$ cat src/rtl/mem_stage.sv
// Memory stage: captures one execute-stage instruction at a time. ALU ops write back on the
// capture edge. Loads and stores issue a single memory request and stall upstream until the
// request is acknowledged. Also registers the branch redirect.
// Optional feature: define MEM_TIMEOUT_EN to abandon a memory wait after TIMEOUT cycles and
// pulse memErr.
module mem_stage #(
    parameter int unsigned N       = 24,
    parameter int unsigned BW      = 64,
    parameter int unsigned WBW     = 30,
    parameter int unsigned TIMEOUT = 16
) (
    input  logic           clk,
    input  logic           rst,
    input  logic           en,
    input  logic [BW-1:0]  bufferIn,
    input  logic           inValid,
    input  logic [N-1:0]   memRdata,
    input  logic           memAck,
    output logic           memReq,
    output logic           memWe,
    output logic [N-1:0]   memAddr,
    output logic [N-1:0]   memWdata,
    output logic           stall,
    output logic           branchTaken,
    output logic [N-1:0]   branchTarget,
    output logic [WBW-1:0] wbBuffer,
    output logic           memErr
);

    typedef enum logic {StIdle, StWait} state_e;

    state_e r_state;
    state_e w_state_next;

    // Execute-stage buffer fields
    logic [N-1:0] w_rd3;
    logic [3:0]   w_rc;
    logic         w_reg_write;
    logic         w_mem_to_reg;
    logic         w_mem_write;
    logic         w_branch_flag;
    logic         w_neg_flag;
    logic         w_zero_flag;
    logic [N-1:0] w_alu_result;
    logic         w_opcode0;
    logic         w_unused;

    assign w_rd3         = bufferIn[23:0];
    assign w_rc          = bufferIn[27:24];
    assign w_reg_write   = bufferIn[28];
    assign w_mem_to_reg  = bufferIn[29];
    assign w_mem_write   = bufferIn[30];
    assign w_branch_flag = bufferIn[31];
    assign w_neg_flag    = bufferIn[32];
    assign w_zero_flag   = bufferIn[33];
    assign w_alu_result  = bufferIn[57:34];
    assign w_opcode0     = bufferIn[58];
    // Upper opCode bits and opType are not needed by this stage
    assign w_unused      = ^bufferIn[BW-1:59];

    logic w_capture;
    logic w_is_mem;
    logic w_branch;
    logic w_timeout;

    assign w_capture = en && (r_state == StIdle) && inValid;
    assign w_is_mem  = w_mem_to_reg || w_mem_write;
    assign w_branch  = w_branch_flag && (w_opcode0 ? w_neg_flag : w_zero_flag);

    // Pending memory instruction context, needed to form the writeback on completion
    logic [3:0]   r_pend_rc;
    logic         r_pend_rw;
    logic         r_pend_store;
    logic [N-1:0] r_pend_alu;

    // Registered outputs
    logic         r_mem_req;
    logic         r_mem_we;
    logic [N-1:0] r_mem_addr;
    logic [N-1:0] r_mem_wdata;
    logic         r_branch_taken;
    logic [N-1:0] r_branch_target;
    logic [N-1:0] r_wb_result;
    logic [3:0]   r_wb_rc;
    logic         r_wb_rw;
    logic         r_wb_valid;

`ifdef MEM_TIMEOUT_EN
    localparam int unsigned CntW = $clog2(TIMEOUT + 1);

    logic [CntW-1:0] r_tmo_cnt;
    logic            r_mem_err;

    // A memAck on the same edge as the limit wins over the timeout
    assign w_timeout = (r_state == StWait) && !memAck && (r_tmo_cnt == CntW'(TIMEOUT - 1));

    // Wait-cycle counter: cleared on WAIT entry, counts enabled WAIT cycles
    always_ff @(posedge clk) begin
        if (rst) begin
            r_tmo_cnt <= '0;
        end else if (en) begin
            if (w_capture && w_is_mem) begin
                r_tmo_cnt <= '0;
            end else if (r_state == StWait) begin
                r_tmo_cnt <= r_tmo_cnt + CntW'(1);
            end
        end
    end

    // Error pulse: high for the one enabled cycle following a timeout
    always_ff @(posedge clk) begin
        if (rst) begin
            r_mem_err <= 1'b0;
        end else if (en) begin
            r_mem_err <= w_timeout;
        end
    end

    assign memErr = r_mem_err;
`else
    assign w_timeout = 1'b0;
    assign memErr    = 1'b0;
`endif

    // State register
    always_ff @(posedge clk) begin
        if (rst) begin
            r_state <= StIdle;
        end else if (en) begin
            r_state <= w_state_next;
        end
    end

    // Next-state logic
    always_comb begin
        w_state_next = r_state;
        unique case (r_state)
            StIdle: if (w_capture && w_is_mem) w_state_next = StWait;
            StWait: if (memAck || w_timeout) w_state_next = StIdle;
            default: w_state_next = StIdle;
        endcase
    end

    // Datapath: capture, memory request, writeback and branch redirect
    always_ff @(posedge clk) begin
        if (rst) begin
            r_mem_req       <= 1'b0;
            r_mem_we        <= 1'b0;
            r_mem_addr      <= '0;
            r_mem_wdata     <= '0;
            r_branch_taken  <= 1'b0;
            r_branch_target <= '0;
            r_wb_result     <= '0;
            r_wb_rc         <= '0;
            r_wb_rw         <= 1'b0;
            r_wb_valid      <= 1'b0;
            r_pend_rc       <= '0;
            r_pend_rw       <= 1'b0;
            r_pend_store    <= 1'b0;
            r_pend_alu      <= '0;
        end else if (en) begin
            r_branch_taken <= 1'b0;
            r_wb_valid     <= 1'b0;
            if (w_capture) begin
                r_branch_taken <= w_branch;
                if (w_branch) begin
                    r_branch_target <= w_alu_result;
                end
                if (w_is_mem) begin
                    r_mem_req    <= 1'b1;
                    r_mem_we     <= w_mem_write;
                    r_mem_addr   <= w_alu_result;
                    r_mem_wdata  <= w_rd3;
                    r_pend_rc    <= w_rc;
                    // A store never writes the register file, even with memToReg set
                    r_pend_rw    <= w_reg_write && !w_mem_write;
                    r_pend_store <= w_mem_write;
                    r_pend_alu   <= w_alu_result;
                end else begin
                    r_wb_valid  <= 1'b1;
                    r_wb_rw     <= w_reg_write;
                    r_wb_rc     <= w_rc;
                    r_wb_result <= w_alu_result;
                end
            end else if (r_state == StWait) begin
                if (memAck) begin
                    r_mem_req   <= 1'b0;
                    r_mem_we    <= 1'b0;
                    r_wb_valid  <= 1'b1;
                    r_wb_rw     <= r_pend_rw;
                    r_wb_rc     <= r_pend_rc;
                    r_wb_result <= r_pend_store ? r_pend_alu : memRdata;
                end else if (w_timeout) begin
                    r_mem_req   <= 1'b0;
                    r_mem_we    <= 1'b0;
                    r_wb_valid  <= 1'b1;
                    r_wb_rw     <= 1'b0;
                    r_wb_rc     <= r_pend_rc;
                    r_wb_result <= r_pend_alu;
                end
            end
        end
    end

    assign memReq       = r_mem_req;
    assign memWe        = r_mem_we;
    assign memAddr      = r_mem_addr;
    assign memWdata     = r_mem_wdata;
    assign branchTaken  = r_branch_taken;
    assign branchTarget = r_branch_target;

    // Output decode: stall and writeback buffer packing
    always_comb begin
        stall                = (r_state == StWait);
        wbBuffer             = '0;
        wbBuffer[N-1:0]      = r_wb_result;
        wbBuffer[N+3:N]      = r_wb_rc;
        wbBuffer[N+4]        = r_wb_rw;
        wbBuffer[N+5]        = r_wb_valid;
    end

endmodule

$ cat config.mk
export PLATFORM = sky130hd
export DESIGN_NAME = mem_stage
export DESIGN_NICKNAME = d
export VERILOG_FILES = /design/src/rtl/mem_stage.sv
export SDC_FILE = /design/constraint.sdc
export NUM_CORES = 1
export LEC_CHECK = 0
export ABC_AREA = 1
export CAP_MARGIN = 20
export CORE_UTILIZATION = 30
export DETAILED_ROUTE_END_ITERATION = 8
export GPL_TIMING_DRIVEN = 0
export PLACE_DENSITY = 0.59
export SLEW_MARGIN = 20
export SYNTH_ARGS = -nofsm -noshare
export SYNTH_HDL_FRONTEND = slang
export SYNTH_SLANG_ARGS = --single-unit
$ cat constraint.sdc
create_clock -name clk -period 1.2 [get_ports clk]
set_input_delay 0.24 -clock clk [delete_from_list [all_inputs] [get_ports clk]]
set_output_delay 0.24 -clock clk [all_outputs]
set_load 0.05 [all_outputs]
==> results of run 1 <==
[state kept, by name, indices dropped and copies added, names as in the netlist, 4 cells and up]
| register | cells |
|---|---|
| branchTarget | 24 |
| memAddr | 24 |
| memWdata | 24 |
| r_pend_rc | 4 |
| r_wb_rc | 4 |
| r_wb_result | 24 |
[cell type report]
class	count	area, um2
multi-input cells	557	2400
fillers	1757	8220
flip-flops and latches	112	2253
clock buffers	11	242.7
inverters	60	231.5
plain buffers	49	412.9
well taps	216	270.3
repair buffers	205	1907
clock inverters	5	62.56
[logic make-up after synthesis]
group / count (synthesis) / share of synthesized area [%]
compound gates: 60 / 6.113
buf+inv: 111 / 9.674
other cells: 1 / 0.07570
simple gates: 496 / 38.87
flops: 112 / 45.26
[power by group]
group,internal [W],switching (W),leakage (nW)
registers,0.00392,0.000131,0.918
clock network,0.00170,0.00144,0.143
logic,0.000935,0.00147,2.70
total,0.00655,0.00304,3.77
[timing repair]
action                                  CTS  global route
pin swaps                                 4            34
resized for setup                       698            96
setup buffers                             9             2
cloned                                    1             1
endpoints found under the setup margin  218           144
[per-layer routing]
layer  up-vias  part of all wire [%]  track usage, %
met2       142                    47           32.06
met3        13                   6.4           4.153
li1       2770                     -               -
met1      2275                    45           26.18
met5         -                     0               0
met4         0                   1.2           6.626
[synth_stat cells]
cell type / instances / area (um2)
a21boi_1: 1 / 7.510
a21oi_1: 7 / 35.03
buf_2: 23 / 115.1
buf_4: 5 / 37.54
buf_6: 2 / 22.52
clkbuf_1: 21 / 78.83
conb_1: 1 / 3.750
dfxtp_1: 112 / 2242
inv_1: 59 / 221.5
inv_2: 1 / 3.750
nand2_1: 248 / 930.9
nand2_2: 2 / 12.51
nand3_1: 31 / 155.2
nand3_2: 1 / 10.01
nand3b_1: 1 / 7.510
nand4_1: 1 / 6.260
nor2_1: 211 / 792.0
nor2_4: 1 / 11.26
o21ai_0: 27 / 135.1
o21ai_1: 25 / 125.1
[how the worst max path moves through the flow]
stage                             startpoint                             to  slack [ns]
after floorplan           stall$_SDFFE_PP0P_   r_wb_result[13]$_SDFFE_PP0P_        0.01
after global placement                    en        memAddr[1]$_SDFFE_PP0P_       -0.84
after detailed placement                  en  branchTarget[19]$_SDFFE_PP0P_       -0.86
after CTS                 stall$_SDFFE_PP0P_      memWdata[14]$_SDFFE_PP0P_       -0.11
after global routing            bufferIn[30]             memWe$_SDFFE_PP0P_       -0.19
final                           bufferIn[30]             memWe$_SDFFE_PP0P_       -0.12
[per-stage QoR]
stage               worst slack [ns]  total power [W]  cells
global placement             -0.8447         0.006398   1188
CTS                          -0.1147         0.009618   1214
global route                 -0.1857          0.01006   1215
detailed placement           -0.8602         0.006410   1188
floorplan                    0.01362         0.005489    780
finish                       -0.1199         0.009598   1215
[placed cells by master, fill, tap and decap left out, types with 11 or more instances in the layout]
cell type,n
inv_1,58
buf_6,41
o21ai_0,21
nor2_2,11
nand3_1,30
clkbuf_4,14
clkdlybuf4s50_1,84
nand2_2,29
dfxtp_1,105
nand2_1,219
nor2_1,195
o21ai_1,31
buf_4,84
==> out/metrics.csv, run 1 <==
stage;metric;value;unit
timing;slew_violations;0;
clock_tree;clock-sinks;112;
timing;min_period_over_period;110.0;%
route;wl_per_cell;13.85;um
route;via_per_inst;4.280;
route;drc;0;
worst_hold_path;hold_start;rst;
logic_synthesis;synth_seq_cells;112;
critical_path;rrSetupSlack;-0.11;ns
die;core_area;0.01600;mm2
grt;grt_max_degree;19;
critical_path;end_kind;register;
route;drt_iter0_drc;248;
worst_hold_path;holdPathEnd;branchTaken$_SDFFE_PP0P_;
clock_tree;cts_tree;done;
clock_tree;numCtsBuffers;9;
logic_synthesis;synthCells;780;
die;ioPinCount;200;
critical_path;path_class;primary input to register;
critical_path;cp_slowest_cell;clkdlybuf4s50_1;
clock_tree;cts_root_buf;clkbuf_16;
placed_design;post_dp_cell_area;0.007196;mm2
status;status;finished, violations left;
critical_path;required;1.49;ns
timing;worstMarginPinSlew;0.5498;ns
grt;grt_pass1_wl;25.49;mm
finish;insertedDiodeCount;0;
logic_synthesis;avgSynthCellArea;6.351;um2
logic_synthesis;yosys_warnings;0;
run;drv_cap;0;
critical_path;slowest_delay;0.48;ns
route;ant_nets;0;
grt;antenna_found_initial;0;
clock_tree;holdBufCountCts;0;
logic_synthesis;ys_seq_area_share;45.26;%
critical_path;path_buf_inv;4;
timing;setup_viol;109;
placed_design;gp_congestion;0.7923;
critical_path;crit_chain;clkdlybuf4s50_1, nor2_4, inv_1, nand2_2, buf_8, buf_6, nand3_1, a21oi_1;
finish;finish.instance_area;0.007780;mm2
status;failed_checks;setup timing;
finish;drive_above_1_share;23.82;%
pwr;vdd_drop_max;0.0008249;V
placed_design;hpwl;12.35;mm
clock_tree;clk_path_buf_depth;2;
timing;hold_viol;0;
critical_path;arrival;1.61;ns
grt;grt_pass1_vias;4772;
critical_path;worstReg2RegEnd;branchTarget[14]$_SDFFE_PP0P_;
die;die_area;0.01703;mm2
finish;syn2layout_area_growth;57.06;%
timing;skew;0.01028;ns
clock_tree;clk_pin_slew_worst_paths;0.08;ns
timing;slew_headroom;63.35;%
grt;grt_overflow_total;0;
die;die_h;130.5;um
route;routed_wl;16.82;mm
pwr;power_leakage;3.766;nW
pwr;p_per_area;1234;mW/mm2
placed_design;portBuffers;192;
critical_path;path_depth;8;
timing;timing.fmax;0.7577;GHz
grt;track_usage;19.81;%
logic_synthesis;syn_area;0.004954;mm2
critical_path;reg2reg_from;stall$_SDFFE_PP0P_;
route;dr.pass1.iters;6;
finish;final_util;48.62;%
logic_synthesis;syn_nets;873;
clock_tree;htreeDepth;3;
clock_tree;clk_latency;0.36;ns
timing;setup_tns;-6.186;ns
die;die_w;130.5;um
timing;fin_crit;1.320;ns
critical_path;startpoint_type;primary input;
timing;fin_ws;-0.1199;ns
die;row_count;46;
timing;grt_setup_unrepaired;yes;
logic_synthesis;ys_types;20;
worst_hold_path;hp-class;primary input to register;
critical_path;path_max_fanout;10;
die;initial_core_util;30.96;%
finish;final_net_count;1087;
worst_hold_path;hold_depth;2;
critical_path;r2r_cells;7;
critical_path;critPathTopFamily;buffers and inverters;
timing;hold_slack;0.1414;ns
route;num_vias;5200;
Note: power is estimated with default switching activity, not from simulation.
==> inputs of run 2 (changes only) <==
--- a/config.mk
+++ b/config.mk
@@ -10,6 +10,6 @@
 export CORE_UTILIZATION = 30
 export DETAILED_ROUTE_END_ITERATION = 8
-export GPL_TIMING_DRIVEN = 0
 export PLACE_DENSITY = 0.59
+export SKIP_CTS_REPAIR_TIMING = 1
 export SLEW_MARGIN = 20
 export SYNTH_ARGS = -nofsm -noshare
==> constraint.sdc (replaced) <==
create_clock -name clk -period 1.2 [get_ports clk]
set_input_delay 0.24 -clock clk [delete_from_list [all_inputs] [get_ports clk]]
set_output_delay 0.24 -clock clk [all_outputs]
set_load 0.02 [all_outputs]
==> out/metrics.csv, run 2 (synthesis gave the netlist of run 1 again) <==
stage;metric;value;unit;change
critical_path;cpMostUsedCell;nor2_1;;
route;routed_wl;16.93;mm;+0.66%
critical_path;reg2reg_from;stall$_SDFFE_PP0P_;;
finish;final_cell_mix;nand2_1 (248), nor2_1 (208), dfxtp_1 (111), clkdlybuf4s50_1 (84), inv_1 (58);;
route;ant_nets;0;;unchanged
timing;setup_viol;104;;-4.6%
die;die_w;130.5;um;unchanged
route;num_vias;5234;;+0.65%
finish;layoutNonFillerInstCount;1218;;+0.25%
timing;grt_setup_unrepaired;yes;;
critical_path;required;1.45;ns;-0.04 ns
route;dr.pass1.iters;4;;-2
timing;min_period_over_period;106.4;%;-3.6 points
timing;skew;0.007623;ns;-0.002654 ns
critical_path;slowest_delay;0.38;ns;-0.10 ns
clock_tree;numCtsBuffers;9;;unchanged
timing;timing.fmax;0.7830;GHz;+3.3%
clock_tree;cts_tree;done;;
grt;track_usage;18.67;%;-1.1 points
placed_design;hpwl;11.15;mm;-9.7%
finish;final_common_cell;nand2_1;;
timing;fin_ws;-0.07712;ns;+0.04274 ns
clock_tree;clock-sinks;112;;unchanged
timing;hold_viol;0;;unchanged
status;failed_checks;setup timing;;
critical_path;startpoint_type;register;;
finish;insertedDiodeCount;0;;unchanged
grt;grt_overflow_total;0;;unchanged
worst_hold_path;hold_depth;3;;+1
pwr;vdd_drop_max;0.0006393;V;-23%
finish;syn2layout_area_growth;59.91;%;
die;core_area;0.01600;mm2;unchanged
finish;drive_above_1_share;14.27;%;-9.6 points
critical_path;rrSetupSlack;-0.08;ns;+0.03 ns
route;via_per_inst;4.297;;+0.41%
clock_tree;clk_latency;0.35;ns;about the same
worst_hold_path;hold_start;bufferIn[29];;
run;drv_cap;0;;unchanged
grt;grt_pass1_vias;4489;;-5.9%
pwr;power_leakage;4.707;nW;+25%
route;wl_per_cell;13.90;um;+0.41%
grt;grt_pass1_wl;24.09;mm;-5.5%
critical_path;end_kind;register;;
critical_path;r2r_cells;7;;unchanged
die;row_count;46;;unchanged
critical_path;path_max_fanout;12;;+2
timing;fin_crit;1.277;ns;-0.04274 ns
critical_path;worstReg2RegEnd;memAddr[3]$_SDFFE_PP0P_;;
critical_path;crit_chain;nor2_4, buf_4, nand2_8, clkinv_8, clkbuf_16, nor2_1, nor2_1;;
placed_design;portBuffers;193;;+0.52%
grt;grt_max_degree;32;;+13
worst_hold_path;hp-class;primary input to register;;
status;status;finished, violations left;;
critical_path;path_class;register to register;;
placed_design;dp_worst_setup_slack;-0.5234;ns;+0.3368 ns
timing;slew_violations;0;;unchanged
worst_hold_path;holdPathEnd;r_pend_rw$_SDFFE_PP0P_;;
clock_tree;htreeDepth;3;;unchanged
die;ioPinCount;200;;unchanged
route;drt_iter0_drc;343;;+38%
die;die_h;130.5;um;unchanged
grt;antenna_found_initial;0;;unchanged
critical_path;cp_slowest_cell;dfxtp_2;;
clock_tree;clk_path_buf_depth;2;;unchanged
placed_design;gp_congestion;0.7861;;-0.78%
placed_design;post-place-cells;1194;;+0.51%
die;initial_core_util;30.96;%;unchanged
critical_path;arrival;1.52;ns;-0.09 ns
finish;final_net_count;1090;;+0.28%
pwr;p_per_area;1138;mW/mm2;-7.8%
route;drc;0;;unchanged
clock_tree;cts_root_buf;clkbuf_16;;
die;die_area;0.01703;mm2;unchanged
clock_tree;clk_pin_slew_worst_paths;0.08;ns;about the same
run 2: cell count changes in the layout (fill, tap and decap cells not counted), moves of 13 or more:
cell            change
nor2_1             +13
clkbuf_2           +44
buf_4              -44
buf_6              -38
nand2_1            +29
nand2_2            -28
dlymetal6s2s_1     +57
clkbuf_4           -14
run 2: how the worst max path moves through the flow:
| stage | start | to | slack (ns) | cells past startpoint |
|---|---|---|---|---|
| floorplan | stall$_SDFFE_PP0P_ | r_wb_result[13]$_SDFFE_PP0P_ | 0.004 | 7 |
| global placement | inValid | branchTarget[20]$_SDFFE_PP0P_ | -0.49 | 8 |
| detailed placement | inValid | branchTarget[19]$_SDFFE_PP0P_ | -0.52 | 8 |
| CTS | stall$_SDFFE_PP0P_ | stall | -0.42 | 1 |
| global route | bufferIn[30] | memWdata[22]$_SDFFE_PP0P_ | -0.19 | 8 |
| finish | stall$_SDFFE_PP0P_ | memAddr[3]$_SDFFE_PP0P_ | -0.08 | 7 |
run 2: layer usage:
| layer | vias up | part of all wire, % | track usage [%] |
|---|---|---|---|
| met5 | - | 0 | 0 |
| met4 | 0 | 1.9 | 7.437 |
| met3 | 19 | 5.9 | 4.479 |
| met2 | 129 | 45 | 29.88 |
| met1 | 2305 | 47 | 24.18 |
| li1 | 2781 | - | - |
run 2: through the flow:
| step | hold slack (ns) | TNS [ns] | power (W) | utilization, % | cell area (um2) |
|---|---|---|---|---|---|
| CTS | 0.4733 | -47.53 | 0.009138 | 48.62 | 7779 |
| floorplan | 0.3749 | 0 | 0.005029 | - | 4955 |
| global route | 0.2754 | -13.66 | 0.009462 | 49.51 | 7921 |
| detailed placement | 0.4619 | -50.84 | 0.006092 | 46.79 | 7486 |
| finish | 0.2625 | -3.815 | 0.009011 | 49.51 | 7921 |
| global placement | 0.4552 | -48.26 | 0.006086 | 46.79 | 7486 |
run 2: worst max-delay path, delay by kind of cell (launching register included):
family,cells,cell delay [ns]
buffers and inverters,3,0.44
flip-flops,1,0.38
AND/OR/NAND/NOR,4,0.33
run 2: layout make-up:
class / instances / area [um2]
Fill cell: 1685 / 8079
Clock buffer: 12 / 266.5
Inverter: 60 / 239.0
Clock inverter: 4 / 26.28
Timing Repair Buffer: 257 / 2604
Multi-Input combinational cell: 557 / 2272
Tap cell: 216 / 270.3
Sequential cell: 112 / 2243
run 2: power breakdown:
part / leakage [nW] / switching (W) / internal [W]
Combinational: 3.65 / 0.00104 / 0.000934
Clock: 0.145 / 0.00144 / 0.00158
Sequential: 0.916 / 0.0000966 / 0.00392
Total: 4.71 / 0.00257 / 0.00644
==> inputs of run 3 (changes only) <==
- PLACE_DENSITY: 0.59 -> 0.57
- clock period: 1.2 -> 1.43 ns (I/O delays scaled with it)
==> out/metrics.csv, run 3 (synthesis gave the netlist of run 1 again) <==
stage;metric;value;unit;change
worst_hold_path;hp-class;primary input to register;;
placed_design;post-place-cells;1170;;-2.0%
timing;timing.fmax;0.7506;GHz;
timing;setup_viol;0;;-100%
grt;antenna_found_initial;0;;unchanged
pwr;power_leakage;5.319;nW;+13%
die;row_count;46;;unchanged
finish;insertedDiodeCount;0;;unchanged
die;die_w;130.5;um;unchanged
route;wl_per_cell;13.55;um;-2.5%
route;routed_wl;16.14;mm;-4.7%
grt;track_usage;18.83;%;+0.15 points
die;ioPinCount;200;;unchanged
clock_tree;cts_tree;done;;
clock_tree;htreeDepth;3;;unchanged
placed_design;dp_worst_setup_slack;-0.3503;ns;+0.1731 ns
die;die_area;0.01703;mm2;unchanged
placed_design;portBuffers;193;;unchanged
finish;layoutNonFillerInstCount;1191;;-2.2%
placed_design;post_dp_cell_area;0.007310;mm2;-2.4%
critical_path;path_class;primary input to register;;
pwr;p_sw_share;28.05;%;-0.49 points
critical_path;cp_slowest_cell;clkdlybuf4s50_1;;
finish;final_cell_mix;nand2_1 (248), nor2_1 (210), dfxtp_1 (111), dlymetal6s2s_1 (108), clkdlybuf4s50_1 (85);;
critical_path;arrival;1.58;ns;+0.06 ns
pwr;p_total;0.007336;W;-19%
placed_design;hpwl;11.21;mm;+0.52%
clock_tree;clk_pin_slew_worst_paths;0.07;ns;about the same
die;initial_core_util;30.96;%;unchanged
timing;skew;0.008411;ns;+0.0007881 ns
route;ant_nets;0;;unchanged
grt;grt_max_degree;40;;+25%
die;die_h;130.5;um;unchanged
grt;grt_pass1_vias;4677;;+4.2%
finish;final_util;49.80;%;+0.30 points
die;core_area;0.01600;mm2;unchanged
finish;drive_above_1_share;6.359;%;-7.9 points
pwr;p_per_area;920.6;mW/mm2;-19%
route;num_vias;5065;;-3.2%
pwr;vdd_drop_max;0.0005415;V;-15%
route;drt_iter0_drc;264;;-23%
critical_path;slowest_delay;0.47;ns;+0.09 ns
clock_tree;clk_path_buf_depth;2;;unchanged
pwr;sequentialPowerShare;46.2;%;+1.6 points
grt;grt_overflow_total;0;;unchanged
finish;final_net_count;1063;;-2.5%
run;drv_cap;0;;unchanged
status;status;finished clean;;
pwr;intPower;0.005278;W;-18%
finish;final_common_cell;nand2_1;;
clock_tree;numCtsBuffers;9;;unchanged
timing;hold_viol;0;;unchanged
clock_tree;clk_latency;0.35;ns;about the same
route;via_per_inst;4.253;;-1.0%
critical_path;rrSetupSlack;0.1;ns;+0.17 ns
grt;grt_pass1_wl;24.52;mm;+1.7%
finish;finish.instance_area;0.007969;mm2;+0.60%
pwr;p_sw;0.002058;W;-20%
critical_path;path_max_fanout;6;;-6
route;dr.pass1.iters;4;;unchanged
timing;grt_setup_unrepaired;no;;
critical_path;crit_chain;clkdlybuf4s50_1, nand2_1, nand2_1, nand3_4, buf_4, nor2_1, nor2_1;;
critical_path;startpoint_type;primary input;;
critical_path;required;1.67;ns;+0.22 ns
pwr;combPwrFrac;21.4;%;-0.5 points
timing;fin_ws;0.09774;ns;+0.1749 ns
clock_tree;cts_root_buf;clkbuf_16;;
route;drc;0;;unchanged
pwr;clockPowerShare;32.4;%;-1.2 points
timing;slew_violations;0;;unchanged
timing;min_period_over_period;93.17;%;
finish;syn2layout_area_growth;60.87;%;
critical_path;end_kind;register;;
timing;fin_crit;1.332;ns;
placed_design;gp_congestion;0.7785;;-0.97%
clock_tree;clock-sinks;112;;unchanged
[run 3: final cells by class]
cell class | count | area (um2)
multi-input combinational | 557 | 2258
fill | 1643 | 8031
clock inverter | 5 | 32.53
timing repair buffer | 230 | 2695
clock buffer | 11 | 242.7
tap | 216 | 270.3
sequential | 112 | 2243
inverter | 60 | 226.5
[run 3: power groups by stage]
stage / Sequential, W / Combinational (W) / Clock [W]
floorplan: 0.00365 / 0.000569 / 0
global placement: 0.00346 / 0.00158 / 0
detailed placement: 0.00347 / 0.00159 / 0
CTS: 0.00339 / 0.00159 / 0.00248
global route: 0.00341 / 0.00173 / 0.00259
finish: 0.00339 / 0.00157 / 0.00238
[run 3: metal layers]
layer / vias to the layer above / global-route usage, % / share of wire [%]
met5: - / 0 / 0
met4: 0 / 4.936 / 1.2
met1: 2197 / 23.64 / 45
li1: 2724 / - / -
met2: 131 / 31.81 / 48
met3: 13 / 5.008 / 6.2
[run 3: path summary, 6_finish.rpt]
path	endpoint	cells past startpoint	startpoint
max	branchTarget[22]$_SDFFE_PP0P_	7	bufferIn[58]
min	stall$_SDFFE_PP0P_	5	en
max reg2reg	branchTarget[22]$_SDFFE_PP0P_	6	stall$_SDFFE_PP0P_
min reg2reg	r_wb_valid$_SDFFE_PP0P_	2	r_wb_valid$_SDFFE_PP0P_
[run 3: worst max-delay path, delay by kind of cell]
kind | cells | cell delay (ns)
buf+inv | 2 | 0.67
simple gates | 5 | 0.61
[run 3: metrics by stage]
step                      hold slack [ns]  TNS [ns]
after global routing               0.4174         0
after global placement             0.4523    -31.99
after detailed placement           0.4594    -34.72
final                              0.3867         0
after floorplan                    0.4209         0
after CTS                          0.4696    -19.51
